==> src/rtl/snp_req_handler.sv <==
// snp_req_handler
// Snoop request front end for the L1 array. It accepts one bus snoop at a time and looks up
// the direct-mapped tag/state/data array. It applies the MESI snoop transition, writes the new
// state back, and returns a snoop response carrying block data on a dirty/exclusive hit.
// Build option: define SNP_FAST_MISS_EN to send misses from LOOKUP straight to RESP.

`ifndef SUREQ_RD
`define SUREQ_RD 2'd0
`endif
`ifndef SUREQ_RFO
`define SUREQ_RFO 2'd1
`endif
`ifndef SUREQ_INV
`define SUREQ_INV 2'd2
`endif
`ifndef SDRSP_OKAY
`define SDRSP_OKAY 2'd0
`endif
`ifndef SDRSP_INV
`define SDRSP_INV 2'd1
`endif
// MESI encodings: bit 0 marks the states that own the only valid copy (E, M)
`ifndef INVALID
`define INVALID 3'd0
`endif
`ifndef EXCLUSIVE
`define EXCLUSIVE 3'd1
`endif
`ifndef SHARED
`define SHARED 3'd2
`endif
`ifndef MODIFIED
`define MODIFIED 3'd3
`endif

module snp_req_handler #(
    parameter int unsigned ADDR_WIDTH  = 32,
    parameter int unsigned INDEX_WIDTH = 6,
    parameter int unsigned BLK_WIDTH   = 512,
    localparam int unsigned OFFSET_W   = $clog2(BLK_WIDTH / 8),
    localparam int unsigned TAG_W      = ADDR_WIDTH - INDEX_WIDTH - OFFSET_W
) (
    input  logic                   clk,
    input  logic                   rst,
    input  logic                   sureq_valid,
    output logic                   sureq_ready,
    input  logic [1:0]             sureq_op,
    input  logic [ADDR_WIDTH-1:0]  sureq_addr,
    input  logic                   cpu_lock,
    output logic                   arr_rd_en,
    output logic [INDEX_WIDTH-1:0] arr_idx,
    input  logic [TAG_W-1:0]       arr_rd_tag,
    input  logic [2:0]             arr_rd_st,
    input  logic [BLK_WIDTH-1:0]   arr_rd_data,
    output logic                   arr_wr_en,
    output logic [2:0]             arr_wr_st,
    output logic                   sdrsp_valid,
    input  logic                   sdrsp_ready,
    output logic [1:0]             sdrsp_rsp,
    output logic [BLK_WIDTH-1:0]   sdrsp_data
);

    typedef enum logic [1:0] {
        StIdle,
        StLookup,
        StUpdate,
        StResp
    } state_t;

    state_t                 r_state;
    logic [1:0]             r_op;
    logic [TAG_W-1:0]       r_tag;
    logic [INDEX_WIDTH-1:0] r_idx;
    logic                   r_hit;
    logic [2:0]             r_cur;
    logic [2:0]             r_next;
    logic                   r_rsp_valid;
    logic [1:0]             r_rsp;
    logic [BLK_WIDTH-1:0]   r_data;

    logic                   w_ready;
    logic                   w_accept;
    logic [INDEX_WIDTH-1:0] w_req_idx;
    logic [TAG_W-1:0]       w_req_tag;
    logic                   w_hit;
    logic [2:0]             w_cur;
    logic                   w_okay;
    logic [2:0]             w_next;
    logic                   w_unused_offset;

    // Address split; the block offset does not take part in a snoop lookup
    assign w_req_idx       = sureq_addr[OFFSET_W +: INDEX_WIDTH];
    assign w_req_tag       = sureq_addr[ADDR_WIDTH-1 -: TAG_W];
    assign w_unused_offset = ^sureq_addr[OFFSET_W-1:0];

    // Acceptance is gated by reset as well so ready stays low while rst is held
    assign w_ready  = (r_state == StIdle) && !cpu_lock && !rst;
    assign w_accept = w_ready && sureq_valid;

    // Lookup result, valid while in LOOKUP (array data arrives one cycle after the read)
    assign w_hit  = (arr_rd_tag == r_tag) && (arr_rd_st != `INVALID);
    assign w_cur  = w_hit ? arr_rd_st : `INVALID;
    assign w_okay = w_hit && w_cur[0] && ((r_op == `SUREQ_RD) || (r_op == `SUREQ_RFO));

    // MESI snoop transition: reads demote to SHARED, ownership/invalidate requests evict
    always_comb begin
        w_next = w_cur;
        case (r_op)
            `SUREQ_RD:  w_next = `SHARED;
            `SUREQ_RFO: w_next = `INVALID;
            `SUREQ_INV: w_next = `INVALID;
            default:    w_next = w_cur;
        endcase
    end

    // Request sequencing: IDLE -> LOOKUP -> UPDATE -> RESP, with registered response payload
    always_ff @(posedge clk or posedge rst) begin
        if (rst) begin
            r_state     <= StIdle;
            r_op        <= `SUREQ_RD;
            r_tag       <= '0;
            r_idx       <= '0;
            r_hit       <= 1'b0;
            r_cur       <= `INVALID;
            r_next      <= `INVALID;
            r_rsp_valid <= 1'b0;
            r_rsp       <= `SDRSP_INV;
            r_data      <= '0;
        end else begin
            case (r_state)
                StIdle: begin
                    if (w_accept) begin
                        r_op    <= sureq_op;
                        r_tag   <= w_req_tag;
                        r_idx   <= w_req_idx;
                        r_state <= StLookup;
                    end
                end
                StLookup: begin
                    r_hit  <= w_hit;
                    r_cur  <= w_cur;
                    r_next <= w_next;
                    r_rsp  <= w_okay ? `SDRSP_OKAY : `SDRSP_INV;
                    r_data <= w_okay ? arr_rd_data : '0;
`ifdef SNP_FAST_MISS_EN
                    // A miss never writes, so it can skip the write slot entirely
                    if (!w_hit) begin
                        r_rsp_valid <= 1'b1;
                        r_state     <= StResp;
                    end else begin
                        r_state <= StUpdate;
                    end
`else
                    r_state <= StUpdate;
`endif
                end
                StUpdate: begin
                    r_rsp_valid <= 1'b1;
                    r_state     <= StResp;
                end
                StResp: begin
                    if (sdrsp_ready) begin
                        r_rsp_valid <= 1'b0;
                        r_rsp       <= `SDRSP_INV;
                        r_data      <= '0;
                        r_state     <= StIdle;
                    end
                end
                default: begin
                    r_state <= StIdle;
                end
            endcase
        end
    end

    // Array port: index comes straight from the request on the accept cycle, then is held
    assign sureq_ready = w_ready;
    assign arr_rd_en   = w_accept;
    assign arr_idx     = w_accept ? w_req_idx : r_idx;
    assign arr_wr_en   = (r_state == StUpdate) && r_hit && (r_next != r_cur);
    assign arr_wr_st   = r_next;

    // Response channel is driven purely from registers, so payload is stable while waiting
    assign sdrsp_valid = r_rsp_valid;
    assign sdrsp_rsp   = r_rsp;
    assign sdrsp_data  = r_data;

endmodule

==> config.mk <==
export PLATFORM = sky130hd
export DESIGN_NAME = snp_req_handler
export DESIGN_NICKNAME = d
export VERILOG_FILES = /design/src/rtl/snp_req_handler.sv
export SDC_FILE = /design/constraint.sdc
export NUM_CORES = 1
export LEC_CHECK = 0
export CAP_MARGIN = 25
export CORE_AREA = 4 4 423 425
export CTS_CLUSTER_SIZE = 28
export DETAILED_ROUTE_END_ITERATION = 10
export DIE_AREA = 0 0 427 429
export HOLD_SLACK_MARGIN = 0.08
export PLACE_DENSITY = 0.39
export SYNTH_ARGS = -nofsm -noshare
export SYNTH_HDL_FRONTEND = slang
export SYNTH_SLANG_ARGS = --single-unit
==> constraint.sdc <==
create_clock -name clk -period 24.7 [get_ports clk]
set_input_delay 6.175 -clock clk [delete_from_list [all_inputs] [get_ports clk]]
set_output_delay 6.175 -clock clk [all_outputs]
set_load 0.005 [all_outputs]
==> results of run 1 <==
power by group through the flow:
stage | Combinational (mW) | Clock [mW] | Sequential [mW]
CTS | 0.675 | 1.19 | 0.951
floorplan | 0.385 | 0 | 0.960
finish | 0.665 | 1.14 | 0.951
global placement | 0.678 | 0 | 0.966
global route | 0.711 | 1.22 | 0.953
detailed placement | 0.672 | 0 | 0.967
tightest hold or removal path: stages, from the launching register on:
cell       delay, ns
dfstp_2         0.36
inv_1           0.04
a2bb2oi_1       0.05
state kept, by name, indices dropped and copies added, names as in the netlist:
signal / cells
r_tag: 20
sdrsp_data: 512
sdrsp_rsp: 1
r_idx: 6
r_state: 2
r_hit: 1
sdrsp_valid: 1
r_cur: 3
r_op: 2
arr_wr_st: 3
kinds of logic after synthesis:
logic type      Yosys count  synth area share [%]
other cells               1                0.0158
mux                      35                  1.66
buf+inv                 302                  5.69
xor+xnor                 23                 0.847
compound gates          528                  11.5
flops                   551                  58.0
simple gates           1046                  22.1
fa+ha+maj                 4                 0.211
cell usage after synthesis (6+ instances only):
library cell / count
dfrtp_1: 550
nand2_1: 520
nand4_1: 512
o21ai_0: 372
buf_2: 160
o21ai_1: 142
clkbuf_1: 117
mux2_2: 35
xor2_1: 20
inv_1: 12
buf_1: 9
o32ai_2: 6
routing by layer:
metal  global-route usage (%)  vias to the layer above
li1                         -                    10809
met1                     17.6                    11719
met2                     24.2                      721
met3                     4.92                      145
met4                     3.63                        4
met5                        0                        -
path summary, 6_finish.rpt:
kind,end,cells past startpoint
hold reg to reg,sdrsp_rsp[0],2
setup / recovery,arr_idx[3],5
setup reg to reg,sdrsp_data[433],9
hold / removal,sdrsp_rsp[0],2
min in group asynchronous,r_idx[0],2
max in group asynchronous,sdrsp_data[399],6
area by class of cell:
class / instances / area share [%]
antenna: 14 / 0.0890
clock buffer: 118 / 5.82
clock inverter: 23 / 0.645
inverter: 12 / 0.133
multi-input combinational: 1637 / 22.0
sequential: 551 / 35.0
tap: 2340 / 7.44
timing repair buffer: 1129 / 28.8
per-stage QoR:
| step | setup slack, ns | area, µm² |
|---|---|---|
| floorplan | 3.12 | 23800 |
| global placement | 9.93 | 36800 |
| detailed placement | 9.93 | 36800 |
| CTS | 9.93 | 39300 |
| global route | 9.85 | 39400 |
| finish | 9.94 | 39400 |
==> flow_summary.yaml, run 1 <==
status:
  status: "finished clean"
power:
  power.total_mw: 2.76
  peakVddDrop_v: 0.000104
  intPower_mw: 1.76
  clkPwrFrac_pct: 41.4
  p_sw_share_pct: 36.1
  leakage_nw: 14.4
  p_per_area_mw_per_mm2: 70.0
  power.share.sequential_pct: 34.5
  p_switching_uw: 995
  p_comb_share_pct: 24.1
clocking:
  cts_root_buffer: "clkbuf_16"
  cts.hold.buffers_added: 0
  clkTransAtPathRegs_ns: 0.06
  cts_setup_buffers: 0
  clock-sinks: 551
  cts_max_level: 3
  post_cts_resize_count: 0
  cts_tree: "yes"
  cts_made_buffers: 77
  cts_buffer_depth: 3
  clk_latency_ns: 0.67
finish:
  mostFrequentLayoutCells: "clkdlybuf4s50_1, dfrtp_1, nand2_1"
  final_common_cell: "clkdlybuf4s50_1"
  regArea_mm2: 0.0138
  area_growth_pct: 65.6
  fill_cells: 19283
  multiInputGateArea_mm2: 0.00868
  fin_util_pct: 22.5
  drive_gt1_share_pct: 5.91
  fin_nets: 3986
  final_cell_count_no_fill: 5824
placement:
  dp_cells: 5669
  hpwl_mm: 97.1
  gp_congestion: 0.818
  numPortBuffers: 1093
synthesis:
  yosys_most_used_dff: "dfrtp_1"
  synth_top_area_share_pct: 57.9
  synth_top_area_cell: "dfrtp_1"
  seq_area_frac_synth_pct: 58.0
  ys_seq_elements: 551
  async_flop_share_pct: 100
  avgSynthCellArea_um2: 9.55
  syn_area_mm2: 0.0238
  synth_cell_type_count: 34
  synth_edf_count: 0
  yosysWarnings: 0
  netlist_instances: 2490
  syn_nets: 3068
  synthTopCellsByArea: "dfrtp_1, nand4_1, nand2_1"
routing:
  wl_met2_mm: 68.1
  met1Wirelength_mm: 57.0
  first_pass_iters: 5
  top_layer: "met5"
  ant_nets: 0
  num_vias: 23398
  avgViaCountPerCell: 4.02
  wl_per_cell_um: 23.8
  drc_errors: 0
  drt_iter0_markers: 1422
  drt-total-wl_mm: 139
  wl_met3_mm: 10.5
worst_setup_path:
  r2r_start: "r_state[1]"
  crit_path_start: "sureq_valid"
  crit_buf_inv: 3
  cpPeakStageDelay_ns: 0.59
  arrival_ns: 8.58
  cp_top_family: "buffers and inverters"
  criticalPathCategory: "in2out"
  cp_cell_sequence: "clkdlybuf4s50_1 -> nor4bb_4 -> buf_4 -> mux2_2 -> clkdlybuf4s50_1"
  worstPathRequired_ns: 18.52
  cp-start-kind: "input port"
  regToRegSetupSlack_ns: 19.38
  worstPathMaxFanout: 35
  setup.worst_path.end_class: "output pin"
  slowest_stage: "clkdlybuf4s50_1"
  path_common_cell: "clkdlybuf4s50_1"
floorplanning:
  io_pins: 1101
  fp.dieH_um: 429
  floorplan.initialDensity_pct: 13.6
  core_mm2: 0.175
  rows: 154
  fp.dieW_um: 427
  die-area_mm2: 0.183
timing:
  rsz0062_at_grt: "no"
  period_share_pct: 59.7
  tightest_slew_ns: 1.14
  holdWs_ns: 0.460
  setup_violations: 0
  max_clock_freq_mhz: 67.8
  slew-limit-headroom_pct: 24.3
  finalClockSkew_ns: 0.0216
  slew_violations: 0
  fin_crit_ns: 14.76
  hold_viol: 0
  fin_tns_setup_ns: 0
flow_run:
  cap_violations: 0
global_route:
  grt_pass1_wl_mm: 192
  grt_overflow: 0
  antenna_found_initial: 30
  grt_max_degree: 182
  gr-usage-all-layers_pct: 14.4
  grt_pass1_vias: 23816
min_path:
  hp-class: "reg2reg"
  min_from: "sdrsp_rsp[0]"
No activity file was read; power rests on OpenSTA's default activity.
==> run 2, diff against run 1 <==
--- a/config.mk
+++ b/config.mk
@@ -6,10 +6,10 @@
 export NUM_CORES = 1
 export LEC_CHECK = 0
 export CAP_MARGIN = 25
-export CORE_AREA = 4 4 423 425
+export CORE_AREA = 4 4 431 433
 export CTS_CLUSTER_SIZE = 28
 export DETAILED_ROUTE_END_ITERATION = 10
-export DIE_AREA = 0 0 427 429
+export DIE_AREA = 0 0 435 437
 export HOLD_SLACK_MARGIN = 0.08
 export PLACE_DENSITY = 0.39
 export SYNTH_ARGS = -nofsm -noshare
==> constraint.sdc (replaced) <==
create_clock -name clk -period 12.85 [get_ports clk]
set_input_delay 3.2125 -clock clk [delete_from_list [all_inputs] [get_ports clk]]
set_output_delay 3.2125 -clock clk [all_outputs]
set_load 0.005 [all_outputs]
==> run 2 against run 1 <==
Register-to-register slack lost 11 ns. Critical path type unchanged. Worst setup slack worse by 5.8 ns. Critical endpoint unchanged. Via count rose by 0.45%. Die area grew 3.8%. Power rose by 93%. Final area grew 0.22%. Combinational power up 94%. Largest cell class unchanged.
==> flow_summary.yaml, run 2 (synthesis gave the netlist of run 1 again) <==
finish:
  area_growth_pct: 66.0
  final_cell_count_no_fill: 5866
  drive_gt1_share_pct: 5.77
  fin_nets: 3987
  mostFrequentLayoutCells: "clkdlybuf4s50_1, dfrtp_1, nand2_1"
  final_common_cell: "clkdlybuf4s50_1"
  largest_register_ffs: 512
placement:
  gp_congestion: 0.837
  hpwl_mm: 96.0
  dp_cells: 5712
  numPortBuffers: 1093
global_route:
  gr-usage-all-layers_pct: 14.1
  grt_pass1_wl_mm: 196
  antenna_found_initial: 47
  grt_pass1_vias: 24081
  grt_max_degree: 184
  grt_overflow: 0
routing:
  avgViaCountPerCell: 4.01
  drc_errors: 0
  drt_iter0_markers: 1480
  ant_nets: 0
  first_pass_iters: 5
  num_vias: 23504
  drt-total-wl_mm: 139
  wl_per_cell_um: 23.8
worst_setup_path:
  crit_buf_inv: 3
  worstPathRequired_ns: 9.64
  cp.depth: 5
  cpPeakStageDelay_ns: 0.61
  arrival_ns: 5.51
  rr_worst_depth: 8
  worstPathMaxFanout: 36
  slowest_stage: "clkdlybuf4s50_1"
  setup.worst_path.end_class: "output pin"
  cp_cell_sequence: "clkdlybuf4s50_1 -> nor4bb_4 -> buf_4 -> mux2_2 -> clkdlybuf4s50_1"
  criticalPathCategory: "in2out"
  cp_top_family: "buffers and inverters"
  cp-start-kind: "input port"
  path_common_cell: "clkdlybuf4s50_1"
timing:
  holdWs_ns: 0.469
  slew_violations: 0
  rsz0062_at_grt: "no"
  slew-limit-headroom_pct: 19.2
  fin_crit_ns: 8.72
  max_clock_freq_mhz: 115
  finalClockSkew_ns: 0.0402
  tightest_slew_ns: 1.21
  fin_tns_setup_ns: 0
  setup_violations: 0
  hold_viol: 0
  period_share_pct: 67.9
min_path:
  holdPathStages: 2
  hp-class: "reg2reg"
clocking:
  cts_max_level: 3
  post_cts_resize_count: 0
  cts_root_buffer: "clkbuf_16"
  cts.hold.buffers_added: 0
  clkTransAtPathRegs_ns: 0.06
  cts_setup_buffers: 0
  cts_buffer_depth: 3
  cts_tree: "yes"
  clk_latency_ns: 0.68
  cts_made_buffers: 79
  clock-sinks: 551
power:
  peakVddDrop_v: 0.000126
  clkPwrFrac_pct: 41.3
  p_comb_share_pct: 24.3
  p_per_area_mw_per_mm2: 135
  leakage_nw: 14.4
  intPower_mw: 3.38
  p_switching_mw: 1.93
  power.share.sequential_pct: 34.4
  power.total_mw: 5.31
  p_sw_share_pct: 36.3
floorplanning:
  core_mm2: 0.182
  floorplan.initialDensity_pct: 13.1
  fp.dieW_um: 435
  die-area_mm2: 0.190
  rows: 157
  io_pins: 1101
  fp.dieH_um: 437
status:
  status: "finished clean"
flow_run:
  cap_violations: 0
[run 2: cell type report]
| type | count | area [µm²] |
|---|---|---|
| Multi-Input combinational cell | 1637 | 8680 |
| Tap cell | 2385 | 2980 |
| Clock buffer | 122 | 2340 |
| Sequential cell | 551 | 13800 |
| Antenna cell | 13 | 32.5 |
| Inverter | 12 | 48.8 |
| Clock inverter | 18 | 183 |
| Fill cell | 19880 | 143000 |
| Timing Repair Buffer | 1128 | 11400 |
[run 2: power groups by stage]
stage / Clock [mW] / Sequential, mW / Combinational, mW
floorplan: 0 / 1.84 / 0.741
global placement: 0 / 1.86 / 1.33
detailed placement: 0 / 1.86 / 1.32
CTS: 2.30 / 1.83 / 1.32
global route: 2.36 / 1.83 / 1.39
finish: 2.20 / 1.83 / 1.29
[run 2: path summary, 6_finish.rpt]
| path | to | from | slack [ns] |
|---|---|---|---|
| setup reg to reg | sdrsp_data[398] | r_state[1] | 8.63 |
| setup / recovery | arr_idx[3] | sureq_valid | 4.13 |
| hold reg to reg | sdrsp_rsp[0] | sdrsp_rsp[0] | 0.47 |
| min in group asynchronous | sdrsp_data[207] | rst | 2.98 |
| hold / removal | sdrsp_rsp[0] | sdrsp_rsp[0] | 0.47 |
| max in group asynchronous | sdrsp_data[423] | rst | 7.86 |
[run 2: stage by stage]
stage / instance area [µm²] / util [%] / setup slack [ns]
floorplan: 23800 / - / 2.14
global placement: 36900 / 20.3 / 4.10
detailed placement: 36900 / 20.3 / 4.10
CTS: 39400 / 21.6 / 4.09
global route: 39400 / 21.7 / 4.04
finish: 39500 / 21.7 / 4.13
[run 2: worst min-delay path: cells and delay by family, from the launching register on]
kind,cells,cell delay (ns)
buffers and inverters,1,0.04
AOI/OAI and AO/OA,1,0.05
DFF,1,0.37
[run 2: layer usage]
metal | GRT usage [%] | part of all wire [%]
met1 | 17.1 | 41
met5 | 0 | 0.055
met2 | 23.4 | 49
met4 | 4.63 | 2.9
met3 | 4.70 | 7.7
==> run 3, diff against run 2 <==
==> constraint.sdc (replaced) <==
create_clock -name clk -period 8 [get_ports clk]
set_input_delay 2 -clock clk [delete_from_list [all_inputs] [get_ports clk]]
set_output_delay 2 -clock clk [all_outputs]
set_load 0.005 [all_outputs]
==> run 3 against run 2 <==
Utilization increased by 0.17 points. Power increased by 63%. Critical path depth decreased by 1. Combinational power increased by 64%. Worst hold slack got worse by 0.0032 ns. Die area unchanged. Largest power group unchanged.
==> flow_summary.yaml, run 3 (synthesis gave the netlist of run 1 again) <==
floorplanning:
  core_mm2: 0.182
  die-area_mm2: 0.190
  floorplan.initialDensity_pct: 13.1
  fp.dieW_um: 435
  fp.dieH_um: 437
  rows: 157
  io_pins: 1101
placement:
  gp_congestion: 0.824
  dp_cells: 5730
  dp_slack_ns: 1.75
  hpwl_mm: 98.0
  numPortBuffers: 1093
  postPlaceCellArea_mm2: 0.0371
finish:
  mostFrequentLayoutCells: "clkdlybuf4s50_1, dfrtp_1, nand2_1"
  largest_register_ffs: 512
  final_cell_count_no_fill: 5898
  fin_nets: 4003
  fill_cells: 19936
  finalInstanceArea_mm2: 0.0398
  area_growth_pct: 67.3
  regArea_mm2: 0.0138
  drive_gt1_share_pct: 6.37
  final_common_cell: "clkdlybuf4s50_1"
  multiInputGateArea_mm2: 0.00868
global_route:
  grt_pass1_wl_mm: 195
  grt_max_degree: 180
  antenna_found_initial: 53
  gr-usage-all-layers_pct: 14.1
  grt_pass1_vias: 24235
  grt_overflow: 0
routing:
  first_pass_iters: 5
  avgViaCountPerCell: 4.00
  drt-total-wl_mm: 140
  num_vias: 23577
  ant_nets: 0
  drc_errors: 0
  drt_iter0_markers: 1469
  wl_per_cell_um: 23.8
worst_setup_path:
  cp-start-kind: "input port"
  cp_cell_sequence: "clkdlybuf4s50_1 -> nor4bb_4 -> mux2_2 -> clkdlybuf4s50_1"
  cpPeakStageDelay_ns: 0.76
  worstPathRequired_ns: 6.00
  slowest_stage: "nor4bb_4"
  setup.worst_path.end_class: "output pin"
  criticalPathCategory: "in2out"
  worstPathMaxFanout: 12
  arrival_ns: 4.28
  path_common_cell: "clkdlybuf4s50_1"
clocking:
  clk_latency_ns: 0.69
  post_cts_resize_count: 0
  cts_setup_buffers: 0
  cts_tree: "yes"
  clkTransAtPathRegs_ns: 0.06
  clock-sinks: 551
  cts_buffer_depth: 3
  cts_max_level: 3
  cts_root_buffer: "clkbuf_16"
  cts.hold.buffers_added: 0
  cts_made_buffers: 78
power:
  leakage_nw: 14.5
  p_per_area_mw_per_mm2: 218
  peakVddDrop_v: 0.000400
  power.share.sequential_pct: 33.9
  clkPwrFrac_pct: 41.7
  p_comb_share_pct: 24.4
  p_sw_share_pct: 35.9
  p_switching_mw: 3.11
  power.total_mw: 8.66
  intPower_mw: 5.55
timing:
  max_clock_freq_mhz: 159
  setup_violations: 0
  period_share_pct: 78.5
  rsz0062_at_grt: "no"
  slew_violations: 0
  holdWs_ns: 0.466
  hold_viol: 0
  fin_crit_ns: 6.28
  slew-limit-headroom_pct: 22.8
  tightest_slew_ns: 1.16
  setup_ws_ns: 1.72
  finalClockSkew_ns: 0.0277
status:
  status: "finished clean"
flow_run:
  cap_violations: 0
min_path:
  hp-class: "reg2reg"
==> run 3: cell count changes in the layout (fill, tap and decap cells not counted), sizes merged, moves of 3 or more <==
cell	delta
bufinv	+3
buf	+17
inv	-3
clkinv	+4
diode	+15
clkbuf	-5
==> run 3: power by group through the flow <==
stage,clock network (mW),registers (mW),logic [mW]
after global placement,0,2.98,2.17
after floorplan,0,2.96,1.19
after CTS,3.78,2.94,2.16
after global routing,3.87,2.95,2.27
final,3.61,2.94,2.12
after detailed placement,0,2.99,2.15
==> run 3: worst paths after layout <==
path                                    from               to  slack [ns]  cells past startpoint
worst max-delay path             sureq_valid       arr_idx[1]        1.72                      4
worst min-delay path            sdrsp_rsp[0]     sdrsp_rsp[0]        0.47                      2
worst max register to register    r_state[1]  sdrsp_data[444]        4.40                      8
worst min register to register  sdrsp_rsp[0]     sdrsp_rsp[0]        0.47                      2
max in group asynchronous                rst   sdrsp_data[47]        4.43                      4
min in group asynchronous                rst  sdrsp_data[504]        1.92                      2
==> run 3: per-layer routing <==
layer | vias up | wire (µm) | global-route usage (%)
met5 | - | 57 | 0
met4 | 10 | 5030 | 6.32
met3 | 204 | 11000 | 5.16
met2 | 807 | 68000 | 22.9
met1 | 11695 | 55900 | 16.6
li1 | 10861 | - | -
==> run 3: critical path, delay by kind of cell <==
kind	cells	cell delay, ns
multiplexers	1	0.42
buffers and inverters	2	1.09
AND/OR/NAND/NOR	1	0.76
==> run 3: final cells by class <==
type | count | share of cell area, %
sequential | 551 | 34.7
timing repair buffer | 1145 | 29.1
multi-input combinational | 1637 | 21.8
tap | 2385 | 7.50
clock buffer | 117 | 5.78
clock inverter | 23 | 0.789
antenna | 28 | 0.176
inverter | 12 | 0.123
==> run 3: through the flow <==
stage / util [%] / TNS (ns)
after detailed placement: 20.4 / 0
after global routing: 21.8 / 0
final: 21.8 / 0
after CTS: 21.8 / 0
after global placement: 20.4 / 0
after floorplan: - / -823.36
